### src/rtl/ring_pkg.sv
// rtl/ring_pkg.sv - shared ring/control-event types, slot constants and read-word layout
package ring_pkg;

    // Slot-type codes carried on the ring
    localparam logic [3:0] SLOT_NULL    = 4'd7;
    localparam logic [3:0] SLOT_TOKEN   = 4'd1;
    localparam logic [3:0] SLOT_MESSAGE = 4'd8;

    // One buffered control event
    typedef struct packed {
        logic [3:0] typ;
        logic [3:0] src;
    } ctrl_evt_t;

    // Field offsets inside the 32-bit poll word
    localparam int RD_VALID_BIT = 31;
    localparam int RD_COUNT_LSB = 16;
    localparam int RD_DROP_LSB  = 8;
    localparam int RD_TYPE_LSB  = 4;
    localparam int RD_SRC_LSB   = 0;

    // CPU-side handshake states
    typedef enum logic [1:0] {
        ST_IDLE  = 2'd0,
        ST_RESP  = 2'd1,
        ST_WMASK = 2'd2
    } evq_state_t;

endpackage

### src/rtl/ctrl_evq_fifo.sv
// rtl/ctrl_evq_fifo.sv - first-word-fall-through event FIFO with push/pop/flush
module ctrl_evq_fifo
    import ring_pkg::*;
#(
    parameter int DEPTH = 16,
    parameter int AW    = $clog2(DEPTH)
) (
    input  logic       clock,
    input  logic       reset,
    input  logic       push,
    input  logic       pop,
    input  logic       flush,
    input  ctrl_evt_t  wdata,
    output ctrl_evt_t  head,
    output logic       full,
    output logic       empty,
    output logic [AW:0] count
);

    localparam logic [AW:0] FULL_CNT = (AW+1)'(DEPTH);

    ctrl_evt_t     mem [DEPTH];
    logic [AW-1:0] wr_ptr_q, wr_ptr_d;
    logic [AW-1:0] rd_ptr_q, rd_ptr_d;
    logic [AW:0]   count_q, count_d;
    logic          do_push, do_pop;

    // A pop on a full FIFO frees the slot a same-cycle push needs; flush beats both
    always_comb begin
        do_pop   = pop & ~flush & (count_q != '0);
        do_push  = push & ~flush & ((count_q != FULL_CNT) | do_pop);
        wr_ptr_d = wr_ptr_q;
        rd_ptr_d = rd_ptr_q;
        count_d  = count_q;
        if (flush) begin
            wr_ptr_d = '0;
            rd_ptr_d = '0;
            count_d  = '0;
        end else begin
            if (do_push) wr_ptr_d = wr_ptr_q + AW'(1);
            if (do_pop)  rd_ptr_d = rd_ptr_q + AW'(1);
            count_d = count_q + (AW+1)'(do_push) - (AW+1)'(do_pop);
        end
    end

    // Pointer and occupancy registers
    always_ff @(posedge clock or posedge reset) begin
        if (reset) begin
            wr_ptr_q <= '0;
            rd_ptr_q <= '0;
            count_q  <= '0;
        end else begin
            wr_ptr_q <= wr_ptr_d;
            rd_ptr_q <= rd_ptr_d;
            count_q  <= count_d;
        end
    end

    // Storage array, no reset so it maps onto distributed RAM
    always_ff @(posedge clock) begin
        if (do_push) mem[wr_ptr_q] <= wdata;
    end

    assign head  = mem[rd_ptr_q];
    assign full  = (count_q == FULL_CNT);
    assign empty = (count_q == '0);
    assign count = count_q;

endmodule

### src/rtl/ctrl_event_queue.sv
// rtl/ctrl_event_queue.sv - control-message event queue polled over local I/O; CTRL_EVQ_DROPCNT_EN adds drop counter
module ctrl_event_queue
    import ring_pkg::*;
#(
    parameter int DEPTH = 16,
    parameter int AW    = $clog2(DEPTH)
) (
    input  logic        clock,
    input  logic        reset,
    input  logic [13:0] aq,
    input  logic        read,
    input  logic [31:0] wq,
    input  logic        selCtrl,
    input  logic        ctrlValid,
    input  logic [3:0]  ctrlType,
    input  logic [3:0]  ctrlSrc,
    output logic [31:0] rqCtrl,
    output logic        wrq,
    output logic        rwq,
    output logic        done,
    output logic        evPending
);

    evq_state_t  state_q, state_d;
    logic [31:0] rd_data_q, rd_data_d;
    logic [15:0] type_mask_q, type_mask_d;

    logic        fifo_push, fifo_pop, fifo_flush;
    logic        fifo_full, fifo_empty;
    logic [AW:0] fifo_count;
    ctrl_evt_t   fifo_head;
    ctrl_evt_t   fifo_wdata;
    logic [8:0]  cnt_minus1;
    logic [7:0]  drop_field;
    logic        unused_inputs;

    assign unused_inputs = ^{aq, wq[31:17]};

    assign fifo_wdata = '{typ: ctrlType, src: ctrlSrc};
    assign fifo_push  = ctrlValid & type_mask_q[ctrlType];
    assign fifo_pop   = (state_q == ST_IDLE) & selCtrl & read & ~fifo_empty;
    assign fifo_flush = (state_q == ST_WMASK) & wq[16];
    assign cnt_minus1 = 9'(fifo_count) - 9'd1;

    ctrl_evq_fifo #(.DEPTH(DEPTH), .AW(AW)) u_fifo (
        .clock (clock),
        .reset (reset),
        .push  (fifo_push),
        .pop   (fifo_pop),
        .flush (fifo_flush),
        .wdata (fifo_wdata),
        .head  (fifo_head),
        .full  (fifo_full),
        .empty (fifo_empty),
        .count (fifo_count)
    );

`ifdef CTRL_EVQ_DROPCNT_EN
    logic [7:0] drop_cnt_q, drop_cnt_d;
    logic       drop;

    // Overflow counter saturates; the response cycle hands it to software and restarts it
    always_comb begin
        drop       = fifo_push & fifo_full & ~fifo_pop;
        drop_cnt_d = drop_cnt_q;
        if (state_q == ST_RESP)
            drop_cnt_d = drop ? 8'd1 : 8'd0;
        else if (drop && drop_cnt_q != 8'hFF)
            drop_cnt_d = drop_cnt_q + 8'd1;
        drop_field = drop_cnt_q;
    end

    // Drop counter register
    always_ff @(posedge clock or posedge reset) begin
        if (reset) drop_cnt_q <= 8'd0;
        else       drop_cnt_q <= drop_cnt_d;
    end
`else
    logic unused_full;

    assign unused_full = fifo_full;
    assign drop_field  = 8'd0;
`endif

    // Request decode, poll-word assembly and one-cycle response pulses
    always_comb begin
        state_d     = state_q;
        rd_data_d   = rd_data_q;
        type_mask_d = type_mask_q;
        rqCtrl      = 32'd0;
        wrq         = 1'b0;
        rwq         = 1'b0;
        done        = 1'b0;
        case (state_q)
            ST_IDLE: begin
                if (selCtrl) begin
                    if (read) begin
                        state_d   = ST_RESP;
                        rd_data_d = 32'd0;
                        rd_data_d[RD_DROP_LSB +: 8] = drop_field;
                        if (!fifo_empty) begin
                            rd_data_d[RD_VALID_BIT]      = 1'b1;
                            rd_data_d[RD_COUNT_LSB +: 8] = cnt_minus1[7:0];
                            rd_data_d[RD_TYPE_LSB +: 4]  = fifo_head.typ;
                            rd_data_d[RD_SRC_LSB +: 4]   = fifo_head.src;
                        end
                    end else begin
                        state_d = ST_WMASK;
                    end
                end
            end
            ST_RESP: begin
                wrq     = 1'b1;
                done    = 1'b1;
                rqCtrl  = rd_data_q;
                state_d = ST_IDLE;
            end
            ST_WMASK: begin
                rwq         = 1'b1;
                done        = 1'b1;
                type_mask_d = wq[15:0];
                state_d     = ST_IDLE;
            end
            default: state_d = ST_IDLE;
        endcase
    end

    // FSM, latched poll word and type mask
    always_ff @(posedge clock or posedge reset) begin
        if (reset) begin
            state_q     <= ST_IDLE;
            rd_data_q   <= 32'd0;
            type_mask_q <= 16'hFFFF;
        end else begin
            state_q     <= state_d;
            rd_data_q   <= rd_data_d;
            type_mask_q <= type_mask_d;
        end
    end

    assign evPending = (fifo_count != '0);

endmodule

### config.mk
export PLATFORM = sky130hd
export DESIGN_NAME = ctrl_event_queue
export DESIGN_NICKNAME = d
export VERILOG_FILES = /design/src/rtl/ring_pkg.sv /design/src/rtl/ctrl_evq_fifo.sv /design/src/rtl/ctrl_event_queue.sv
export SDC_FILE = /design/constraint.sdc
export NUM_CORES = 1
export LEC_CHECK = 0
export BUFFER_PORTS_ARGS = -buffer_cell sky130_fd_sc_hd__buf_2
export CAP_MARGIN = 20
export CORE_MARGIN = 10
export CORE_UTILIZATION = 36
export CTS_BUF_LIST = sky130_fd_sc_hd__clkbuf_4 sky130_fd_sc_hd__clkbuf_8
export CTS_CLUSTER_SIZE = 8
export DETAILED_ROUTE_END_ITERATION = 7
export PLACE_DENSITY_LB_ADDON = 0.12
export SLEW_MARGIN = 20
export SYNTH_ARGS = -nofsm -noshare
export SYNTH_HDL_FRONTEND = slang
export SYNTH_SLANG_ARGS = --single-unit
### constraint.sdc
create_clock -name clock -period 2.6 [get_ports clock]
set_input_delay 0.52 -clock clock [delete_from_list [all_inputs] [get_ports clock]]
set_output_delay 0.52 -clock clock [all_outputs]
set_load 0.02 [all_outputs]
==> metrics.md <==
| Metric | Value |
|---|---|
| Min Tclk post-route | `2.71 ns` |
| P_sw | `0.00257 W` |
| Netlist cell types | `48` |
| Post-layout util | `43.5%` |
| Post-Synth Simple-Gate Area | `6.30%` |
| Post-Place Worst Slack | `-0.293 ns` |
| Total Nets Final | `617` |
| Worst Hold Class | `in2async` |
| # diodes | `0` |
| Worst R2R Start | `state_q[1]$_DFFE_PP0P_` |
| Drt first pass iters | `4` |
| Post-synthesis mux area share | `17.1%` |
| Slowest stage delay, CP | `0.38 ns` |
| Die Span X | `166 um` |
| Cell leakage power | `3.49 nW` |
| Clock sink count | `174` |
| RSZ-0062 raised after global routing | `true` |
| Status | `finished, violations left` |
| Fill cells | `1854` |
| CP delay by family, top | `simple AND/OR/NAND/NOR gates` |
| Htree depth | `4` |
| Critical-path top delay cell | `dfrtp_1` |
| Placed wire-length estimate | `10.9 mm` |
| Initial core utilization | `36.5%` |
| First-pass GRT wire length | `24.7 mm` |
| Netlist Area Pre-Place | `7680 sq um` |
| Post-synth EDFFs | `128` |
| P&R area growth vs syn | `19.1%` |
| IO Pins | `95` |
| Syn Area/Cell | `17.7 sq um` |
| Setup violations, final | `1` |
| Clock latency on the worst-skew pair | `0.45 ns` |
| Synthesized instance count | `435` |
| Total GRT Usage | `11.6%` |
| PortBufs | `50` |
| Max-slew violations | `0` |
| Largest net degree at the start of global routing | `36` |
| Sequential-to-total area share from yosys stat | `65.3%` |
| Main combinational cell family by area after synthesis | `multiplexers` |
| Post-layout instance area | `9150 sq um` |
| Worst slew pin tran | `0.734 ns` |
| Failing checks | `negative setup slack` |
| Switch share | `31.0%` |
| GRT overflow | `0` |
| Worst Path Required | `2.97 ns` |
| Clk slew on worst S/H paths | `0.09 ns` |
| Compound-Gate Fraction of Synth Area | `2.95%` |
| Number of global-route vias before repair | `4241` |
| Placed insts | `789` |
| Share of layout cells above drive strength 1 | `37.3%` |
| Die Y | `166 um` |
| Slew headroom | `51.0%` |
| Routability cong. | `0.746` |
| Post-Synth XOR/XNOR Area | `0.798%` |
| Drt wl/cell | `19.0 um` |
| Asr flop ratio synth | `26.4%` |
| Worst-path cell chain | `inv_2, ha_4, and3_4, o311a_4, and4_4, or2_4, ha_4, inv_2, fa_2, nor2_2, nor2_1, nor2_1, or3_1, a21oi_1` |
| Critical path launch point type | `register` |
| Post-Synth Adder-Cell Area | `3.52%` |
| Clock Tree Buf Depth | `2` |
| Fin. Hold Viols | `0` |
| Die area | `27600 sq um` |
| Power share of the sequential group | `45.8%` |
| Core area | `21000 sq um` |
| Maxcap violations | `0` |
| Initial antenna violation count | `0` |
| Cell-internal power | `0.00573 W` |
| Clock Power Share | `20.6%` |
| Yosys reg bits | `174` |
| Critical path type | `reg2reg` |
| Pwr Density | `907 nW/um^2` |
| DRC viols | `0` |
| Fmax | `369 MHz` |
| Period Utilization, post-route | `104%` |
| Post-DRT Antenna Nets | `0` |
| CTS tree | `yes` |
| Via density | `4.91` |
| Clock root buffer | `clkbuf_8` |
| Critical path data arrival time | `3.09 ns` |
| Combinational Power Share | `33.6%` |
| Routed WL | `15.7 mm` |
| Synth top area cells | `edfxtp_1 (50%), mux4_1 (10%), dfrtp_1 (9.8%), dfstp_2 (5.5%), ha_1 (3.3%)` |
| Main synth FF type | `edfxtp_1` |
| Row cnt | `53` |
| R2R depth | `14` |
| Register-to-Register Setup Slack | `-0.11 ns` |
| Synth top area share | `50.0%` |
| Crit path buffers/inverters | `2` |
| VDD IR-drop max | `0.380 mV` |
| DP Area | `8710 sq um` |
| Crit path max fanout | `2` |
| Drt initial violations | `186` |
| Post-Layout Cell Count | `825` |
| Worst reg2reg path endpoint | `u_fifo.count[4]$_DFF_PP0_` |
| Clock skew | `0.0117 ns` |
| YS warnings | `0` |
| CTS Buf Count | `17` |
| Routed via count | `4048` |
| Critical path capture point type | `register` |
| Setup ws final | `-0.111 ns` |
| Synth area leader | `edfxtp_1` |
==> registers in the layout, indices dropped and copies added (netlist names) <==
| name | flops |
|---|---|
| rd_data_q | 15 |
| state_q | 2 |
| type_mask_q | 16 |
| u_fifo.count | 5 |
| u_fifo.mem | 128 |
| u_fifo.rd_ptr_q | 4 |
| u_fifo.wr_ptr_q | 4 |
==> cells in the final DEF (no fill, tap or decap), types with 3 or more instances in the layout <==
cell / n
a22o_1: 8
inv_6: 3
mux4_1: 30
buf_12: 14
dfrtp_1: 30
a21oi_1: 5
ha_1: 15
conb_1: 15
dfstp_2: 16
buf_4: 41
clkinvlp_4: 3
and4_1: 4
clkbuf_8: 19
edfxtp_1: 128
and4b_1: 8
nand2_1: 17
buf_2: 50
ha_4: 3
mux2_2: 16
nor2b_1: 3
mux2i_1: 11
inv_2: 7
mux4_2: 10
nor2_1: 12
clkinv_2: 3
inv_1: 7
xnor2_1: 5
o21ai_0: 9
and2_1: 19
==> final cells by class <==
cell class / count / area, sq um / share of cell area, %
flip-flops and latches: 174 / 5010 / 54.8
inverters: 14 / 52.6 / 0.574
clock inverters: 11 / 83.8 / 0.916
multi-input cells: 223 / 2520 / 27.5
clock buffers: 21 / 277 / 3.02
well taps: 275 / 344 / 3.76
repair buffers: 107 / 861 / 9.41
==> power groups by stage <==
| stage | clock [W] | combinational [W] | sequential, W |
|---|---|---|---|
| floorplan | 0 | 0.00201 | 0.00374 |
| finish | 0.00171 | 0.00279 | 0.00380 |
| global route | 0.00188 | 0.00308 | 0.00387 |
| global placement | 0 | 0.00269 | 0.00385 |
| CTS | 0.00178 | 0.00279 | 0.00380 |
| detailed placement | 0 | 0.00275 | 0.00386 |
==> stage by stage <==
step	hold WS (ns)	TNS, ns	total power (W)
4_1_cts	0.195	-0.0690	0.00838
3_3_place_gp	0.453	-2.13	0.00654
3_5_place_dp	0.466	-3.14	0.00662
5_1_grt	0.226	-0.394	0.00883
6_report	0.183	-0.111	0.00830
2_1_floorplan	0.439	-1.31	0.00575
==> routing by layer <==
metal	vias up	wire length (um)	global-route usage, %
met3	12	530	2.93
met5	-	0	0
met4	0	176	3.93
met2	65	7560	18.6
met1	2090	7400	14.9
li1	1881	-	-
==> worst max path at each step <==
stage | start | slack, ns | cells past startpoint | end
detailed placement | ctrlType[0] | -0.29 | 14 | u_fifo.count[4]$_DFF_PP0_
global route | state_q[1]$_DFFE_PP0P_ | -0.19 | 14 | u_fifo.count[4]$_DFF_PP0_
global placement | ctrlType[0] | -0.25 | 14 | u_fifo.count[4]$_DFF_PP0_
CTS | state_q[1]$_DFFE_PP0P_ | -0.07 | 14 | u_fifo.count[4]$_DFF_PP0_
finish | state_q[1]$_DFFE_PP0P_ | -0.11 | 14 | u_fifo.count[4]$_DFF_PP0_
floorplan | state_q[1]$_DFFE_PP0P_ | -0.16 | 16 | u_fifo.count[4]$_DFF_PP0_
==> synth_stat cells (all sizes together) (2+ instances only) <==
library cell	instances
a21boi	2
a21oi	5
a22o	8
and2	19
and4	6
and4b	8
buf	26
clkbuf	12
dfrtp	30
dfstp	16
edfxtp	128
ha	20
inv	14
mux2	17
mux2i	11
mux4	40
nand2	18
nand3	2
nor2	13
nor2b	3
nor3	2
nor4bb	3
o21ai	9
xnor2	5
xor2	2
==> worst register-to-register path, cell delays in order (launching register included) <==
cell	delay, ns
dfrtp_1	0.38
inv_2	0.06
ha_4	0.15
and3_4	0.18
o311a_4	0.38
and4_4	0.16
or2_4	0.27
ha_4	0.17
inv_2	0.05
fa_2	0.21
nor2_2	0.04
nor2_1	0.09
nor2_1	0.06
or3_1	0.31
a21oi_1	0.14
==> kinds of logic after synthesis <==
group,Yosys count
AO/OA/AOI/OAI,32
XOR/XNOR,7
adder cells (fa/ha/maj),21
buffers and inverters,52
flip-flops,174
multiplexers,68
other,1
AND/OR/NAND/NOR,80
==> repair_timing <==
item                                    in CTS  in global routing
endpoints found under the hold margin        0                  0
gates resized for setup                      4                  7
pin swaps                                    2                  3
endpoints found under the setup margin      26                 18
hold buffers                                 0                  0
buffers inserted                             2                  2
Power figures use the tool's default switching activity.
